===== config.mk =====
export PLATFORM = sky130hd
export DESIGN_NAME = uart_tx_port_flat
export DESIGN_NICKNAME = d
export VERILOG_FILES = /design/src/rtl/uart_tx_port_pkg.sv /design/src/rtl/uart_tx_port_if.sv /design/src/rtl/uart_tx_port_fifo.sv /design/src/rtl/uart_tx_port.sv /design/src/flat_wrapper.sv
export SDC_FILE = /design/constraint.sdc
export NUM_CORES = 1
export LEC_CHECK = 0
export BUFFER_PORTS_ARGS = -buffer_cell sky130_fd_sc_hd__buf_4
export CAP_MARGIN = 10
export CELL_PAD_IN_SITES_DETAIL_PLACEMENT = 0
export CELL_PAD_IN_SITES_GLOBAL_PLACEMENT = 1
export CORE_UTILIZATION = 40
export CTS_CLUSTER_DIAMETER = 80
export CTS_CLUSTER_SIZE = 8
export DETAILED_ROUTE_END_ITERATION = 8
export PLACE_DENSITY = 0.77
export SLEW_MARGIN = 20
export SYNTH_ARGS = -nofsm -noshare
export SYNTH_HDL_FRONTEND = slang
export SYNTH_SLANG_ARGS = --single-unit

===== constraint.sdc =====
create_clock -name Clock -period 4.9 [get_ports Clock]
set_input_delay 0.245 -clock Clock [delete_from_list [all_inputs] [get_ports Clock]]
set_output_delay 0.245 -clock Clock [all_outputs]
set_load 0.1 [all_outputs]

===== src/rtl/uart_tx_port_pkg.sv =====
// Shared constants and types for the UART transmit port.
package uart_tx_pkg;

  // Byte offsets within the port's 16-byte block
  localparam logic [3:0] REG_THR_DLL = 4'h0;
  localparam logic [3:0] REG_DLM     = 4'h2;
  localparam logic [3:0] REG_LCR     = 4'h6;
  localparam logic [3:0] REG_LSR     = 4'hA;

  // Line status bit positions
  localparam int unsigned LSR_THRE_BIT = 5;
  localparam int unsigned LSR_TEMT_BIT = 6;

  localparam int unsigned FIFO_DEPTH = 4;
  localparam int unsigned OVERSAMPLE = 16;

  typedef enum logic [1:0] {
    ST_IDLE,
    ST_START,
    ST_DATA,
    ST_STOP
  } tx_state_e;

endpackage


===== src/rtl/uart_tx_port_if.sv =====
// Byte-lane register bus between the serial IO decoder and the UART port.
interface uart_tx_port_if;
  logic       Enable_H;
  logic [3:0] Address;
  logic       WE_L;
  logic [7:0] DataIn;
  logic [7:0] DataOut;

  modport master (output Enable_H, Address, WE_L, DataIn, input DataOut);
  modport slave  (input Enable_H, Address, WE_L, DataIn, output DataOut);
endinterface


===== src/rtl/uart_tx_port_fifo.sv =====
// 4x8 synchronous transmit FIFO with count-based full/empty.
module tx_fifo
  import uart_tx_pkg::*;
(
  input  logic       clk_i,
  input  logic       rst_i,
  input  logic       push_i,
  input  logic [7:0] wdata_i,
  input  logic       pop_i,
  output logic [7:0] rdata_o,
  output logic       empty_o
);

  localparam int unsigned PTR_W = $clog2(FIFO_DEPTH);
  localparam int unsigned CNT_W = $clog2(FIFO_DEPTH + 1);

  logic [7:0]       mem_q [FIFO_DEPTH];
  logic [PTR_W-1:0] wr_ptr_q, wr_ptr_d;
  logic [PTR_W-1:0] rd_ptr_q, rd_ptr_d;
  logic [CNT_W-1:0] count_q, count_d;
  logic             full;
  logic             do_push;
  logic             do_pop;

  assign full    = (count_q == CNT_W'(FIFO_DEPTH));
  assign empty_o = (count_q == '0);
  assign rdata_o = mem_q[rd_ptr_q];

  // A push into a full FIFO is dropped even when a pop happens alongside it.
  assign do_push = push_i && !full;
  assign do_pop  = pop_i && !empty_o;

  // Pointer and occupancy next-state
  always_comb begin
    wr_ptr_d = wr_ptr_q;
    rd_ptr_d = rd_ptr_q;
    count_d  = count_q;
    if (do_push) wr_ptr_d = wr_ptr_q + PTR_W'(1);
    if (do_pop)  rd_ptr_d = rd_ptr_q + PTR_W'(1);
    case ({do_push, do_pop})
      2'b10:   count_d = count_q + CNT_W'(1);
      2'b01:   count_d = count_q - CNT_W'(1);
      default: count_d = count_q;
    endcase
  end

  // Pointer and occupancy registers
  always_ff @(posedge clk_i) begin
    if (rst_i) begin
      wr_ptr_q <= '0;
      rd_ptr_q <= '0;
      count_q  <= '0;
    end else begin
      wr_ptr_q <= wr_ptr_d;
      rd_ptr_q <= rd_ptr_d;
      count_q  <= count_d;
    end
  end

  // Storage array; contents are don't-care while empty
  always_ff @(posedge clk_i) begin
    if (do_push) mem_q[wr_ptr_q] <= wdata_i;
  end

endmodule


===== src/rtl/uart_tx_port.sv =====
// UART transmit port: register file, baud generator and 8N1 framing FSM.
module uart_tx_port
  import uart_tx_pkg::*;
(
  input  logic          Clock,
  input  logic          Reset_H,
  uart_tx_port_if.slave bus,
  output logic          TxD
);

  localparam logic [3:0] OS_LAST = 4'(OVERSAMPLE - 1);

  logic        wr_cond, wr_cond_q, wr_stb;
  logic [7:0]  dll_q, dlm_q;
  logic        dlab_q;
  logic [15:0] div_eff;
  tx_state_e   state_q, state_d;
  logic [7:0]  shreg_q, shreg_d;
  logic [2:0]  bit_idx_q, bit_idx_d;
  logic [3:0]  os_cnt_q, os_cnt_d;
  logic [15:0] div_cnt_q, div_cnt_d;
  logic [15:0] div_act_q, div_act_d;
  logic        div_last, bit_end;
  logic        txd_q, txd_d;
  logic        push, pop;
  logic [7:0]  fifo_rdata;
  logic        fifo_empty;
  logic        thre, temt;
  logic [7:0]  lsr, rd_data;

  assign wr_cond = bus.Enable_H && !bus.WE_L && !bus.Address[0];
  assign wr_stb  = wr_cond && !wr_cond_q;
  assign push    = wr_stb && (bus.Address == REG_THR_DLL) && !dlab_q;
  assign div_eff = ({dlm_q, dll_q} == 16'd0) ? 16'd1 : {dlm_q, dll_q};

  assign thre = fifo_empty;
  assign temt = fifo_empty && (state_q == ST_IDLE);

  // Write-strobe edge detector and programmable registers
  always_ff @(posedge Clock) begin
    if (Reset_H) begin
      wr_cond_q <= 1'b0;
      dll_q     <= 8'h01;
      dlm_q     <= 8'h00;
      dlab_q    <= 1'b0;
    end else begin
      wr_cond_q <= wr_cond;
      if (wr_stb) begin
        case (bus.Address)
          REG_THR_DLL: if (dlab_q) dll_q <= bus.DataIn;
          REG_DLM:     if (dlab_q) dlm_q <= bus.DataIn;
          REG_LCR:     dlab_q <= bus.DataIn[7];
          default:     ;
        endcase
      end
    end
  end

  tx_fifo u_fifo (
    .clk_i   (Clock),
    .rst_i   (Reset_H),
    .push_i  (push),
    .wdata_i (bus.DataIn),
    .pop_i   (pop),
    .rdata_o (fifo_rdata),
    .empty_o (fifo_empty)
  );

  // The divisor is sampled into div_act at each bit start, so a new
  // divisor only takes effect at the following bit boundary.
  assign div_last = (div_cnt_q == div_act_q - 16'd1);
  assign bit_end  = div_last && (os_cnt_q == OS_LAST);

  // Framing FSM next-state, baud counters and serial output value
  always_comb begin
    state_d   = state_q;
    shreg_d   = shreg_q;
    bit_idx_d = bit_idx_q;
    os_cnt_d  = os_cnt_q;
    div_cnt_d = div_cnt_q;
    div_act_d = div_act_q;
    pop       = 1'b0;
    txd_d     = 1'b1;

    if (state_q != ST_IDLE) begin
      if (div_last) begin
        div_cnt_d = '0;
        os_cnt_d  = os_cnt_q + 4'd1;
      end else begin
        div_cnt_d = div_cnt_q + 16'd1;
      end
      if (bit_end) div_act_d = div_eff;
    end

    case (state_q)
      ST_IDLE: begin
        txd_d     = 1'b1;
        os_cnt_d  = '0;
        div_cnt_d = '0;
        div_act_d = div_eff;
        bit_idx_d = '0;
        if (!fifo_empty) begin
          pop     = 1'b1;
          shreg_d = fifo_rdata;
          state_d = ST_START;
        end
      end
      ST_START: begin
        txd_d = 1'b0;
        if (bit_end) state_d = ST_DATA;
      end
      ST_DATA: begin
        txd_d = shreg_q[0];
        if (bit_end) begin
          shreg_d   = {1'b0, shreg_q[7:1]};
          bit_idx_d = bit_idx_q + 3'd1;
          if (bit_idx_q == 3'd7) state_d = ST_STOP;
        end
      end
      ST_STOP: begin
        txd_d = 1'b1;
        if (bit_end) begin
          bit_idx_d = '0;
          if (!fifo_empty) begin
            pop     = 1'b1;
            shreg_d = fifo_rdata;
            state_d = ST_START;
          end else begin
            state_d = ST_IDLE;
          end
        end
      end
      default: state_d = ST_IDLE;
    endcase
  end

  // Framing FSM state, counters and registered serial output
  always_ff @(posedge Clock) begin
    if (Reset_H) begin
      state_q   <= ST_IDLE;
      shreg_q   <= '0;
      bit_idx_q <= '0;
      os_cnt_q  <= '0;
      div_cnt_q <= '0;
      div_act_q <= 16'd1;
      txd_q     <= 1'b1;
    end else begin
      state_q   <= state_d;
      shreg_q   <= shreg_d;
      bit_idx_q <= bit_idx_d;
      os_cnt_q  <= os_cnt_d;
      div_cnt_q <= div_cnt_d;
      div_act_q <= div_act_d;
      txd_q     <= txd_d;
    end
  end

  assign TxD = txd_q;

  // Read data mux; idle bus reads zero
  always_comb begin
    lsr               = '0;
    lsr[LSR_TEMT_BIT] = temt;
    lsr[LSR_THRE_BIT] = thre;
    rd_data           = 8'h00;
    if (bus.Enable_H) begin
      case (bus.Address)
        REG_THR_DLL: rd_data = dlab_q ? dll_q : 8'h00;
        REG_DLM:     rd_data = dlab_q ? dlm_q : 8'h00;
        REG_LCR:     rd_data = {dlab_q, 7'b0000011};
        REG_LSR:     rd_data = lsr;
        default:     rd_data = 8'h00;
      endcase
    end
  end

  assign bus.DataOut = rd_data;

endmodule


===== src/flat_wrapper.sv =====
// flat-port wrapper written by rule: the top's interface ports become plain ports
module uart_tx_port_flat import uart_tx_pkg::*;
  (Clock, Reset_H, TxD, bus_Enable_H, bus_Address, bus_WE_L, bus_DataIn, bus_DataOut);
  uart_tx_port_if bus_i ();
  input  logic Clock;
  input  logic Reset_H;
  output logic TxD;
  input wire logic [$bits(bus_i.Enable_H)-1:0] bus_Enable_H;
  input wire logic [$bits(bus_i.Address)-1:0] bus_Address;
  input wire logic [$bits(bus_i.WE_L)-1:0] bus_WE_L;
  input wire logic [$bits(bus_i.DataIn)-1:0] bus_DataIn;
  output wire logic [$bits(bus_i.DataOut)-1:0] bus_DataOut;
  assign bus_i.Enable_H = bus_Enable_H;
  assign bus_i.Address = bus_Address;
  assign bus_i.WE_L = bus_WE_L;
  assign bus_i.DataIn = bus_DataIn;
  assign bus_DataOut = bus_i.DataOut;
  uart_tx_port u_core (.Clock(Clock), .Reset_H(Reset_H), .bus(bus_i), .TxD(TxD));
endmodule

# Word level (Yosys, flattened, before mapping)
# Memory sizes are Yosys's and may differ from the RTL's. A register that Yosys moved wholly into a read port is not among the register bits.
# Cells that the tools add are included.
[op_classes] shifts=0 n_mux=32 mul=0 n_reduce_logical=33 div_mod_pow=0 order_cmp=0 n_eq_ne=17 add_sub_neg=8 n_bitwise=0
[op_table] operator="$mux 16" n=5
[op_table] operator="$mux 8" n=6
[op_table] operator="$pmux 8 s4" n=1
[op_table] operator="$pmux 8 s3" n=1
[op_table] operator="$add 16x1->16 const B" n=1
[op_table] operator="$eq 16x16->1" n=1
[op_table] operator="$logic_not 16->1" n=1
[op_table] operator="$sub 16x1->16 const B" n=1
[op_table] operator="$mux 2" n=7
[op_table] operator="$logic_and 1x1->1" n=9
[op_table] operator="$pmux 3 s3" n=1
[op_table] operator="$reduce_and 3->1" n=3
[op_table] operator="$eq 4x4->1 const B" n=2
[op_table] operator="$ne 2x1->1 const B" n=4
[op_table] operator="$pmux 2 s4" n=1
[op_table] operator="$reduce_bool 2->1" n=4
[op_table] operator="$add 3x1->3 const B" n=2
[op_table] operator="$eq 2x2->1 const B" n=3
[op_table] operator="$eq 3x3->1 const B" n=2
[op_table] operator="$logic_not 1->1" n=6
[op_table] operator="$mux 3" n=2
[op_table] operator="$pmux 3 s2" n=1
[op_table] operator="$reduce_and 2->1" n=3
[op_table] operator="$mux 1" n=5
[op_table] operator="15 further kinds" n=18
[totals] romBits=0 mem_count=1 wordCells=105 latch_bits=0 ramBits=32 reg_bits=75 inputBits=16
[memory_table] name="u_core.u_fifo.mem_q" depth=4 width=8 rd=1 rd_ports_with_merged_regs=1 wr=1 line="uart_tx_port_fifo.sv:17" rtl="logic [7:0] mem_q [FIFO_DEPTH];"

# Longest topological paths before layout
# Gate-level depths: netlist of the first run.
[depth] depth_word=9 ltp_mapped=15 mapped_depth_nobuf=15

# Cells and area by module
# Synthesis of the first run repeated with hierarchy kept, for this count alone.
[hier_totals] hier_cells=578 hier_area_um2=5609.1
[by_module_without_submodules] module="uart_tx_port" n_inst=1 area_per_inst_um2=3970.1 cells_each=483
[by_module_without_submodules] module="tx_fifo" n_inst=1 area_per_inst_um2=1639.1 cells_each=95

# Worst setup path before layout of the first run
# OpenSTA, ideal clock, no wires.
[synth_path] path_kind="register -> register" start="register u_core.div_act_q[0]" end="register u_core.u_fifo.count_q[2]" setup_slack_ns=1.458 t_arrival_ns=3.371 required_time_ns=4.830 path_stages_with_launch=16 setup_ns=0.070 cell_sequence="dfxtp_1 > inv_1 > ha_1 > or3b_1 > nor4_1 > o2111a_1 > o22a_2 > and4_4 > a21oi_1 > nor3_2 > ha_1 > inv_1 > fa_1 > xor2_1 > or3_1 > a21oi_1"
[synth_between] elab_chain_len=8 word_cells_on_any_way=10
[synth_lines] element="start: declaration" line="uart_tx_port.sv:22" rtl="logic [15:0] div_act_q, div_act_d;"
[synth_lines] element="start signal: assignment" line="uart_tx_port.sv:153" rtl="div_act_q <= div_act_d;"
[synth_lines] element="$sub 16x1->16 (*)" line="uart_tx_port.sv:71" rtl="assign div_last = (div_cnt_q == div_act_q - 16'd1);"
[synth_lines] element="$eq 16x16->1 (*)" line="uart_tx_port.sv:71"
[synth_lines] element="$logic_and 1x1->1 (*)" line="uart_tx_port.sv:72" rtl="assign bit_end = div_last && (os_cnt_q == OS_LAST);"
[synth_lines] element="$mux 1 (*)" line="uart_tx_port.sv:122" rtl="if (bit_end) begin"
[synth_lines] element="$pmux 1 s2 (*)" line="uart_tx_port.sv:95" rtl="case (state_q)"
[synth_lines] element="$logic_and 1x1->1 (*)" line="uart_tx_port_fifo.sv:31" rtl="assign do_pop = pop_i && !empty_o;"
[synth_lines] element="via u_core.u_fifo.do_pop" line="uart_tx_port_fifo.sv:23" rtl="logic do_pop;"
[synth_lines] element="$eq 2x1->1 / $eq 2x2->1 (equally long branches)" line="uart_tx_port_fifo.sv:40" rtl="case ({do_push, do_pop})"
[synth_lines] element="$pmux 3 s2 / $reduce_bool 2->1 (equally long branches)"
[synth_lines] element="end signal: assignment" line="uart_tx_port_fifo.sv:56" rtl="count_q <= count_d;"
[synth_lines] element="end: declaration" line="uart_tx_port_fifo.sv:20" rtl="logic [CNT_W-1:0] count_q, count_d;"
# The timed path passes the listed nets; every way through them passes the cells marked *.
# A chain may end at the register's enable or synchronous reset.

# Worst setup path after layout of the first run
# Same ends and word-level chain as after synthesis.

==> results of run 1 <==
placed cells by master (no fill, tap or decap), types with 18 or more instances in the layout:
| cell | synthesis | layout |
|---|---|---|
| dfxtp_1 | 77 | 77 |
| a21oi_1 | 34 | 34 |
| edfxtp_1 | 32 | 32 |
| o21ai_0 | 23 | 23 |
| xor2_1 | 19 | 19 |
| xnor2_1 | 18 | 18 |
| mux2i_1 | 19 | 19 |
| nand2_1 | 49 | 49 |
| buf_4 | 1 | 25 |
| nor2_1 | 64 | 64 |
metal layers:
layer	routed length [µm]	up-vias	GRT usage (%)
met1	5620	1923	23.5
met4	74	0	4.67
li1	-	1977	-
met3	417	4	3.52
met2	5420	72	28.5
met5	0	-	0
report_power, final:
group	internal, µW	switching, µW	total, µW	leakage [µW]
sequential	961	30.8	992	0.000909
combinational	122	200	322	0.00118
clock	361	363	724	0.000142
final timing paths:
kind,slack [ns],endpoint,cells after the start,from
worst max register to register,0.81,u_core.u_fifo.count_q[2]$_SDFFE_PP0P_,15,u_core.div_act_q[0]$_SDFFE_PP1P_
worst max-delay path,0.81,u_core.u_fifo.count_q[2]$_SDFFE_PP0P_,15,u_core.div_act_q[0]$_SDFFE_PP1P_
worst min register to register,0.47,u_core.div_act_q[15]$_SDFFE_PP0P_,2,u_core.div_act_q[15]$_SDFFE_PP0P_
worst min-delay path,0.11,u_core.u_fifo.mem_q[2][3]$_DFFE_PP_,1,bus_DataIn[3]
worst max-delay path: stages (launching register included):
cell and delay, ns:
dfxtp_1 0.36, inv_1 0.10, ha_1 0.19, nor3b_2 0.50, a21boi_0 0.27, nor4_1 0.32
o22a_2 0.23, and4_4 0.36, a21oi_1 0.14, nor3_2 0.27, ha_1 0.23, inv_1 0.06
fa_1 0.37, xor2_1 0.16, or3_1 0.30, a21oi_1 0.14
cell families after synthesis:
kind of cell | Yosys count
AOI/OAI and AO/OA | 97
DFF | 109
adders and majority gates | 16
and+or+nand+nor | 212
xor gates and xnor gates | 38
buffers and inverters | 42
muxes | 30
per-stage QoR:
step	util, %	std cells	area (µm²)
floorplan	-	544	5450
global placement	43.1	717	5700
detailed placement	43.1	717	5700
CTS	45.3	733	6000
global route	45.3	733	6000
finish	45.3	733	6000
flip-flops by register name, indices dropped and copies added, names as in the netlist, 4 cells and up, named ones only:
register / flops
u_core.div_act_q: 16
u_core.div_cnt_q: 16
u_core.dll_q: 8
u_core.dlm_q: 8
u_core.os_cnt_q: 4
u_core.shreg_q: 8
u_core.u_fifo.mem_q: 32
area by class of cell:
class | instances | area [µm²] | area share [%]
repair buffers | 25 | 188 | 3.13
clock inverters | 7 | 67.6 | 1.13
flip-flops and latches | 109 | 2500 | 41.7
multi-input cells | 393 | 2740 | 45.7
well taps | 176 | 220 | 3.67
inverters | 14 | 52.6 | 0.876
clock buffers | 9 | 225 | 3.76
==> results by group, run 1 <==
Run status
  – Outcome: complete, no violations

Logic synthesis
  – YS warnings: 0
  – Yosys top cell area share: 28.3%
  – Syn_area_per_cell: 10.0 µm²
  – Mapped cell area: 5450 µm²
  – Sequential-to-total area share from yosys stat: 45.9%
  – Post-synthesis mux area share: 7.42%
  – Main combinational cell family by area after synthesis: simple AND/OR/NAND/NOR gates
  – Synth top area cells: dfxtp_1 (28%), edfxtp_1 (18%), nor2_1 (4.4%), mux2i_1 (3.5%), nand2_1 (3.4%)
  – Most instantiated library cell after synthesis: dfxtp_1
  – Synth Area in Compound Gates: 11.9%
  – Post-synthesis adder-cell area fraction: 3.77%
  – Mapped Cells: 544
  – Synth area leader: dfxtp_1
  – Asr flop ratio synth: 0%
  – Syn Nets: 575
  – Synth Flop Type: dfxtp_1
  – Number of synthesized flops with an enable pin: 32
  – Synth unique cells: 79
  – Synth Area in Simple Gates: 20.8%
  – Yosys reg bits: 109
  – Synth top cells by count: dfxtp_1 (77), nor2_1 (64), nand2_1 (49), a21oi_1 (34), edfxtp_1 (32)
  – Synth Area in XOR/XNOR: 6.39%

Timing
  – Slew Viols, Final: 0
  – RSZ-0062 raised after global routing: no
  – Setup TNS: 0 ns
  – Slew HR: 32.1%
  – Post-Route Skew: 0.00671 ns
  – Fin worst setup slack: 0.809 ns
  – Final Hold Viols: 0
  – Hold slack final: 0.114 ns
  – Fmax: 244 MHz
  – Worst-Margin Slew: 1.01 ns
  – Period utilization: 83.5%
  – Final setup vio count: 0
  – Fin crit period: 4.09 ns

Place
  – Detailed placement HPWL: 8330 µm
  – Pre-CTS setup slack: 0.845 ns
  – Placer Congestion: 0.831
  – PortBufs: 24

Setup path
  – CP Launch Type: register
  – CP Capture Type: register
  – Critical path class: reg2reg
  – Worst Path Arrival: 4.37 ns
  – Critical path data required time: 5.18 ns
  – Maximum fanout along the worst path: 20

Routing
  – TritonRoute pass-1 iters: 4
  – Vias per std cell: 5.42
  – DRC viols: 0
  – Via count: 3976
  – Antenna Nets Post-Route: 0
  – Routed len/inst: 15.7 µm
  – Drt initial violations: 145
  – DRT Wirelength: 11500 µm

Clock tree
  – CTS sink count: 109
  – CTS tree: built
  – H-tree depth: 3
  – Clk buf depth: 2
  – Clock root buffer: clkbuf_16
  – Worst-path clk slew: 0.08 ns
  – Resized cells post-CTS: 0
  – Setup bufs post-CTS: 0
  – CTS Hold Bufs: 0
  – CTS buffer count: 9
  – Clock latency at the later pin of the worst-skew pair: 0.35 ns

Global routing
  – Gr ovfl total: 0
  – First-pass GRT wire length: 19600 µm
  – Initial antenna violation count: 0
  – Largest net degree at the start of global routing: 63
  – Tot GR Track Use: 17.5%
  – Vias in the first global route: 3979

Finish
  – Nets: 583
  – Fill cell count: 1269
  – Area Overhead vs Synth: 10.1%
  – Antenna cell count: 0
  – Share of post-route cells with drive strength above 1: 14.4%

Floorplan
  – I/O pin count: 25
  – Initial Utilization: 41.1%
  – Core area: 13200 µm²
  – Die area: 14100 µm²
  – Rows: 42
  – Die span in y: 119 µm
  – Die X-Extent: 119 µm

Hold path
  – Worst min path class: in2reg

Run
  – Max_cap viols: 0

Power and ir drop
  – Power Total: 2040 µW
  – Leakage: 0.00223 µW
  – PD cells: 340 nW/µm²
  – VDD IR max: 0.178 mV
Note: power is estimated with default switching activity, not from simulation.
==> run 2: changes to the inputs <==
--- a/config.mk
+++ b/config.mk
@@ -5,6 +5,7 @@
 export SDC_FILE = /design/constraint.sdc
 export NUM_CORES = 1
 export LEC_CHECK = 0
+export ABC_AREA = 1
 export BUFFER_PORTS_ARGS = -buffer_cell sky130_fd_sc_hd__buf_4
 export CAP_MARGIN = 10
 export CELL_PAD_IN_SITES_DETAIL_PLACEMENT = 0
@@ -13,7 +14,7 @@
 export CTS_CLUSTER_DIAMETER = 80
 export CTS_CLUSTER_SIZE = 8
 export DETAILED_ROUTE_END_ITERATION = 8
-export PLACE_DENSITY = 0.77
+export PLACE_DENSITY = 0.81
 export SLEW_MARGIN = 20
 export SYNTH_ARGS = -nofsm -noshare
 export SYNTH_HDL_FRONTEND = slang
==> constraint.sdc (replaced) <==
create_clock -name Clock -period 3.95 [get_ports Clock]
set_input_delay 0.1975 -clock Clock [delete_from_list [all_inputs] [get_ports Clock]]
set_output_delay 0.1975 -clock Clock [all_outputs]
set_load 0.1 [all_outputs]
==> run 2 against run 1 <==
Sequential share of layout area fell by 0.64 points; non-clock buffer count did not move; core utilization rose by 0.53 points; hold slack got worse by 0.050 ns; flip-flop and latch count did not move; combinational power rose to 3.5 times the previous value; synthesized area rose by 0.34%; register-to-register slack got worse by 0.17 ns; synthesized cell count rose by 28%.
==> results by group, run 2 <==
Power and ir drop
  – VDD IR max: 0.311 mV
  – Power Total: 3430 µW
  – PD cells: 563 nW/µm²
  – Switch share: 38.0%
  – Sequential share of power: 40.0%
  – Clock power share: 27.4%
  – Sw Pwr: 1300 µW
  – Leakage: 0.00247 µW
  – Fraction of power consumed by combinational cells: 32.6%
  – Pint: 2120 µW

Routing
  – Vias per std cell: 5.05
  – Via count: 4536
  – Drt initial violations: 275
  – DRT Wirelength: 12700 µm
  – Antenna Nets Post-Route: 0
  – TritonRoute pass-1 iters: 4
  – Routed len/inst: 14.1 µm
  – DRC viols: 0

Floorplan
  – Rows: 42
  – Initial Utilization: 41.1%
  – Die X-Extent: 119 µm
  – Die span in y: 119 µm
  – Die area: 14100 µm²
  – Core area: 13300 µm²
  – I/O pin count: 25

Setup path
  – R2r setup slk: 0.64 ns
  – Worst setup path start: u_core.div_act_q[0]$_SDFFE_PP1P_
  – R2r worst-path depth: 21
  – Worst path max stage delay: 0.38 ns
  – Critical path endpoint: u_core.u_fifo.count_q[2]$_SDFFE_PP0P_
  – Critical path class: reg2reg
  – CP Launch Type: register
  – CP max stage cell: fa_1
  – CP Cell Sequence: inv_1 -> ha_1 -> nand3_2 -> nor2_2 -> nand2_1 -> nand2_1 -> nand2_1 -> nor2_1 -> nand2_1 -> nor2_4 -> nand3_4 -> nand2_4 -> nand2_1 -> clkinv_2 -> ha_1 -> inv_1 -> fa_1 -> a21oi_1 -> o21ai_0 -> o21ai_0 -> a21oi_1
  – Worst Path Arrival: 3.55 ns
  – Reg2Reg Launch Point: u_core.div_act_q[0]$_SDFFE_PP1P_
  – Maximum fanout along the worst path: 27
  – Critical path data required time: 4.18 ns
  – Reg2reg end: u_core.u_fifo.count_q[2]$_SDFFE_PP0P_
  – Cell mode on critical path: nand2_1
  – CP Capture Type: register

Clock tree
  – Worst-path clk slew: 0.08 ns
  – CTS buffer count: 9
  – Clock root buffer: clkbuf_16
  – Clk buf depth: 2
  – CTS Hold Bufs: 0
  – Setup bufs post-CTS: 0
  – H-tree depth: 3
  – CTS sink count: 109
  – CTS tree: built
  – Resized cells post-CTS: 0
  – Clock latency at the later pin of the worst-skew pair: 0.35 ns

Global routing
  – Vias in the first global route: 4190
  – Gr ovfl total: 0
  – Initial antenna violation count: 0
  – First-pass GRT wire length: 20800 µm
  – Largest net degree at the start of global routing: 31
  – Tot GR Track Use: 18.8%

Logic synthesis
  – Syn_area_per_cell: 7.83 µm²
  – Synth Flop Type: dfxtp_1
  – Synth unique cells: 44
  – Synth area leader: dfxtp_1
  – Mapped Cells: 698
  – Number of synthesized flops with an enable pin: 32
  – Yosys reg bits: 109
  – Mapped cell area: 5470 µm²
  – YS warnings: 0
  – Synth top cells by count: nand2_1 (148), inv_1 (91), nor2_1 (88), dfxtp_1 (77), a21oi_1 (49)
  – Asr flop ratio synth: 0%
  – Syn Nets: 729
  – Yosys top cell area share: 28.2%
  – Sequential-to-total area share from yosys stat: 45.8%
  – Synth top area cells: dfxtp_1 (28%), edfxtp_1 (18%), nand2_1 (10%), inv_1 (6.3%), nor2_1 (6.0%)
  – Most instantiated library cell after synthesis: nand2_1

Timing
  – Final Hold Viols: 0
  – Slew Viols, Final: 0
  – Setup TNS: 0 ns
  – Worst-Margin Slew: 0.786 ns
  – RSZ-0062 raised after global routing: no
  – Fin worst setup slack: 0.636 ns
  – Post-Route Skew: 0.00879 ns
  – Slew HR: 47.5%
  – Fmax: 302 MHz
  – Period utilization: 83.9%
  – Final setup vio count: 0
  – Fin crit period: 3.31 ns

Place
  – Pre-CTS setup slack: 0.682 ns
  – Placer Congestion: 0.834
  – Placed Cells: 883
  – PortBufs: 24
  – Detailed placement HPWL: 9490 µm
  – Placed cell area: 5780 µm²

Finish
  – Highest-count cells in the layout ignoring fill and taps: nand2_1 (148), inv_1 (91), nor2_1 (88)
  – Non-Filler Instances: 899
  – Nets: 749
  – Largest register FFs: 32
  – Area Overhead vs Synth: 11.4%
  – Antenna cell count: 0
  – Biggest regs: u_core.u_fifo.mem_q (32), u_core.div_act_q (16), u_core.div_cnt_q (16)
  – Fill cell count: 1339
  – Most common cell after layout, fill and taps aside: nand2_1
  – Share of post-route cells with drive strength above 1: 9.13%
  – Design area: 6090 µm²
  – Largest register by flop count: u_core.u_fifo.mem_q

Run status
  – Outcome: complete, no violations

Hold path
  – Worst min path class: in2reg

Run
  – Max_cap viols: 0
==> run 2: changes by cell type in the layout (fill, tap and decap cells not counted), sizes merged, moves of 12 or more <==
cell,change
nand2,+104
inv,+77
o21ai,+23
nor2,+30
mux2i,-19
nand3,+19
and3,-12
a21oi,+16
==> run 2: final cells by class <==
class                      instances  area (µm²)  area share (%)
multi-input combinational        476        2510            41.2
sequential                       109        2500            41.1
inverter                          97         365            6.00
clock buffer                      10         229            3.76
tap                              176         220            3.62
timing repair buffer              25         188            3.08
clock inverter                     6        78.8            1.29
==> run 2: kinds of logic (layout without fill, tap and decap cells) <==
| kind of cell | count (synthesis) | after routing | synth area share [%] |
|---|---|---|---|
| simple gates | 316 | 316 | 26.0 |
| compound gates | 126 | 126 | 13.3 |
| buf+inv | 113 | 138 | 8.36 |
| flops | 109 | 109 | 45.8 |
| xor+xnor | 19 | 19 | 3.04 |
| fa+ha+maj | 15 | 15 | 3.57 |
==> run 2: metal layers <==
metal / GRT usage [%] / up-vias / share of wire (%)
li1: - / 2346 / -
met1: 24.4 / 2120 / 48
met2: 31.8 / 57 / 48
met3: 2.78 / 13 / 2.7
met4: 6.72 / 0 / 1.6
met5: 0 / - / 0
==> run 2: power by group through the flow <==
stage / combinational [µW] / clock, µW / sequential (µW)
final: 1120 / 940 / 1370
after detailed placement: 1120 / 0 / 1400
after floorplan: 917 / 0 / 1380
after global placement: 1110 / 0 / 1400
after CTS: 1120 / 959 / 1370
after global routing: 1280 / 1000 / 1390
==> run 2: through the flow <==
| stage | hold slack, ns | utilization, % |
|---|---|---|
| 2_1_floorplan | 0.296 | - |
| 3_3_place_gp | 0.412 | 43.5 |
| 3_5_place_dp | 0.425 | 43.5 |
| 4_1_cts | 0.0584 | 45.8 |
| 5_1_grt | 0.0554 | 45.8 |
| 6_report | 0.0636 | 45.8 |
==> run 2: critical path, delay by kind of cell (launching register included) <==
kind / cells / cell delay [ns]
fa+ha+maj: 3 / 0.75
compound gates: 4 / 0.51
buf+inv: 3 / 0.26
simple gates: 11 / 1.36
flops: 1 / 0.34
==> run 2: how the worst min path moves through the flow <==
stage                             start                                  end  depth (start not counted)
after CTS                 bus_DataIn[6]  u_core.u_fifo.mem_q[1][6]$_DFFE_PP_                          1
after global placement    bus_DataIn[6]  u_core.u_fifo.mem_q[0][6]$_DFFE_PP_                          1
after detailed placement  bus_DataIn[6]  u_core.u_fifo.mem_q[1][6]$_DFFE_PP_                          1
final                     bus_DataIn[6]  u_core.u_fifo.mem_q[1][6]$_DFFE_PP_                          1
after global routing      bus_DataIn[6]  u_core.u_fifo.mem_q[1][6]$_DFFE_PP_                          1
after floorplan           bus_DataIn[0]  u_core.u_fifo.mem_q[0][0]$_DFFE_PP_                          0
==> run 3: changes to the inputs <==
--- a/config.mk
+++ b/config.mk
@@ -14,7 +14,7 @@
 export CTS_CLUSTER_DIAMETER = 80
 export CTS_CLUSTER_SIZE = 8
 export DETAILED_ROUTE_END_ITERATION = 8
-export PLACE_DENSITY = 0.81
+export PLACE_DENSITY = 0.83
 export SLEW_MARGIN = 20
 export SYNTH_ARGS = -nofsm -noshare
 export SYNTH_HDL_FRONTEND = slang
==> constraint.sdc (replaced) <==
create_clock -name Clock -period 3 [get_ports Clock]
set_input_delay 0.15 -clock Clock [delete_from_list [all_inputs] [get_ports Clock]]
set_output_delay 0.15 -clock Clock [all_outputs]
set_load 0.1 [all_outputs]
==> run 3 against run 2 <==
Wire length increased by 0.55%; largest cell class unchanged; final area up 1.7%; register-to-register slack worse by 0.40 ns; clock skew rose by 0.0022 ns; final cell count is 1.2% higher; fmax up 20%; via count rose by 1.8%; die area is the same; power rose by 35%; flip-flop and latch count unchanged.
==> results by group, run 3 (synthesis gave the netlist of run 2 again) <==
Clock tree
  – Clock latency at the later pin of the worst-skew pair: 0.35 ns
  – Clk buf depth: 2
  – CTS tree: built
  – Clock root buffer: clkbuf_16
  – Worst-path clk slew: 0.08 ns
  – H-tree depth: 3
  – CTS buffer count: 9
  – CTS sink count: 109

Global routing
  – Tot GR Track Use: 19.1%
  – Gr ovfl total: 0
  – Vias in the first global route: 4447
  – Largest net degree at the start of global routing: 31
  – First-pass GRT wire length: 21400 µm
  – Initial antenna violation count: 0

Finish
  – Area Overhead vs Synth: 13.4%
  – Antenna cell count: 0
  – Largest register by flop count: u_core.u_fifo.mem_q
  – Share of post-route cells with drive strength above 1: 12.0%
  – Highest-count cells in the layout ignoring fill and taps: nand2_1 (148), inv_1 (89), nor2_1 (85)
  – Non-Filler Instances: 910
  – Biggest regs: u_core.u_fifo.mem_q (32), u_core.div_act_q (16), u_core.div_cnt_q (16)
  – Largest register FFs: 32
  – Nets: 760
  – Most common cell after layout, fill and taps aside: nand2_1
  – Finished Core Util: 46.6%

Floorplan
  – Core area: 13300 µm²
  – Die span in y: 119 µm
  – Die X-Extent: 119 µm
  – Rows: 42
  – Initial Utilization: 41.1%
  – Die area: 14100 µm²
  – I/O pin count: 25

Setup path
  – R2r setup slk: 0.23 ns
  – R2r worst-path depth: 20
  – CP Capture Type: register
  – Maximum fanout along the worst path: 3
  – Reg2reg end: u_core.u_fifo.count_q[2]$_SDFFE_PP0P_
  – Critical path endpoint: u_core.u_fifo.count_q[2]$_SDFFE_PP0P_
  – Worst setup path start: u_core.div_act_q[1]$_SDFFE_PP0P_
  – CP Launch Type: register
  – Worst Path Arrival: 3.01 ns
  – Reg2Reg Launch Point: u_core.div_act_q[1]$_SDFFE_PP0P_
  – Critical path class: reg2reg
  – Critical path data required time: 3.25 ns

Routing
  – Routed len/inst: 14.0 µm
  – Drt initial violations: 276
  – WL met2: 6320 µm
  – Highest routed metal layer: met4
  – Via count: 4616
  – DRT Wirelength: 12800 µm
  – Post-Route M1 WL: 5910 µm
  – TritonRoute pass-1 iters: 5
  – DRC viols: 0
  – Antenna Nets Post-Route: 0
  – Met3 WL: 361 µm
  – Vias per std cell: 5.07

Power and ir drop
  – Switch share: 38.8%
  – Clock power share: 25.3%
  – Sw Pwr: 1790 µW
  – Sequential share of power: 39.1%
  – Fraction of power consumed by combinational cells: 35.5%
  – PD cells: 746 nW/µm²
  – Pint: 2830 µW
  – Leakage: 0.00251 µW
  – VDD IR max: 0.527 mV

Timing
  – Slew HR: 45.9%
  – Worst-Margin Slew: 0.808 ns
  – Setup TNS: 0 ns
  – Post-Route Skew: 0.0110 ns
  – Hold slack final: 0.0119 ns
  – Fin crit period: 2.77 ns
  – Slew Viols, Final: 0
  – Final Hold Viols: 0
  – Final setup vio count: 0
  – Period utilization: 92.3%
  – Fmax: 361 MHz

Run
  – Max_cap viols: 0

Place
  – Placer Congestion: 0.851
  – Detailed placement HPWL: 9460 µm
  – PortBufs: 24
  – Placed Cells: 891

Hold path
  – Worst min path class: in2reg

Run status
  – Outcome: complete, no violations
## run 3: power by group through the flow
stage	Combinational [µW]	Clock (µW)	Sequential, µW
final	1640	1170	1810
after detailed placement	1580	0	1840
after global placement	1560	0	1830
after floorplan	1210	0	1810
after global routing	1880	1250	1830
after CTS	1590	1200	1800
## run 3: cell type report
| cell class | count | area (µm²) |
|---|---|---|
| sequential | 109 | 2510 |
| multi-input combinational | 476 | 2540 |
| inverter | 97 | 365 |
| clock buffer | 10 | 229 |
| timing repair buffer | 36 | 270 |
| clock inverter | 6 | 62.6 |
| fill | 1309 | 7100 |
| tap | 176 | 220 |
## run 3: worst min path at each step
stage          depth (start not counted)                                   to  slack, ns     startpoint
2_1_floorplan                          0  u_core.u_fifo.mem_q[0][0]$_DFFE_PP_       0.25  bus_DataIn[0]
3_3_place_gp                           1  u_core.u_fifo.mem_q[0][6]$_DFFE_PP_       0.36  bus_DataIn[6]
3_5_place_dp                           1  u_core.u_fifo.mem_q[3][6]$_DFFE_PP_       0.37  bus_DataIn[6]
4_1_cts                                1  u_core.u_fifo.mem_q[3][6]$_DFFE_PP_      0.007  bus_DataIn[6]
5_1_grt                                1  u_core.u_fifo.mem_q[3][6]$_DFFE_PP_      0.008  bus_DataIn[6]
6_report                               1  u_core.u_fifo.mem_q[1][6]$_DFFE_PP_       0.01  bus_DataIn[6]
## run 3: per-stage QoR
stage | worst slack, ns | area, µm² | total power [µW]
after global placement | 0.112 | 5840 | 3400
after CTS | 0.0233 | 6130 | 4590
after detailed placement | 0.0710 | 5840 | 3420
final | 0.232 | 6200 | 4630
after global routing | -0.0281 | 6200 | 4970
after floorplan | 0.181 | 5470 | 3020
## run 3: what timing repair did
| item | CTS | global route |
|---|---|---|
| gates resized for setup | 0 | 16 |
| hold buffers | 0 | 0 |
| setup endpoints to repair | 0 | 2 |
| setup buffers | 0 | 3 |
## run 3: routing by layer
layer	vias to the layer above	GRT usage (%)
li1	2367	-
met1	2166	24.6
met2	67	32.7
met3	16	2.92
met4	0	6.65
met5	-	0
## run 3: worst max-delay path, cell delays in order, from the launching register on
cell and delay, ns:
dfxtp_2 0.35, inv_2 0.05, ha_4 0.25, xor2_1 0.13
nand2_1 0.06, nor2_1 0.12, nand2_1 0.06, nor2_1 0.10
nand2_1 0.10, nor2_4 0.15, nand3_4 0.10, nand2_4 0.07
nand2_1 0.08, clkinv_2 0.09, ha_1 0.13, inv_1 0.07
fa_2 0.34, a21oi_1 0.14, o21ai_1 0.09, o21ai_1 0.13
a21oi_1 0.06
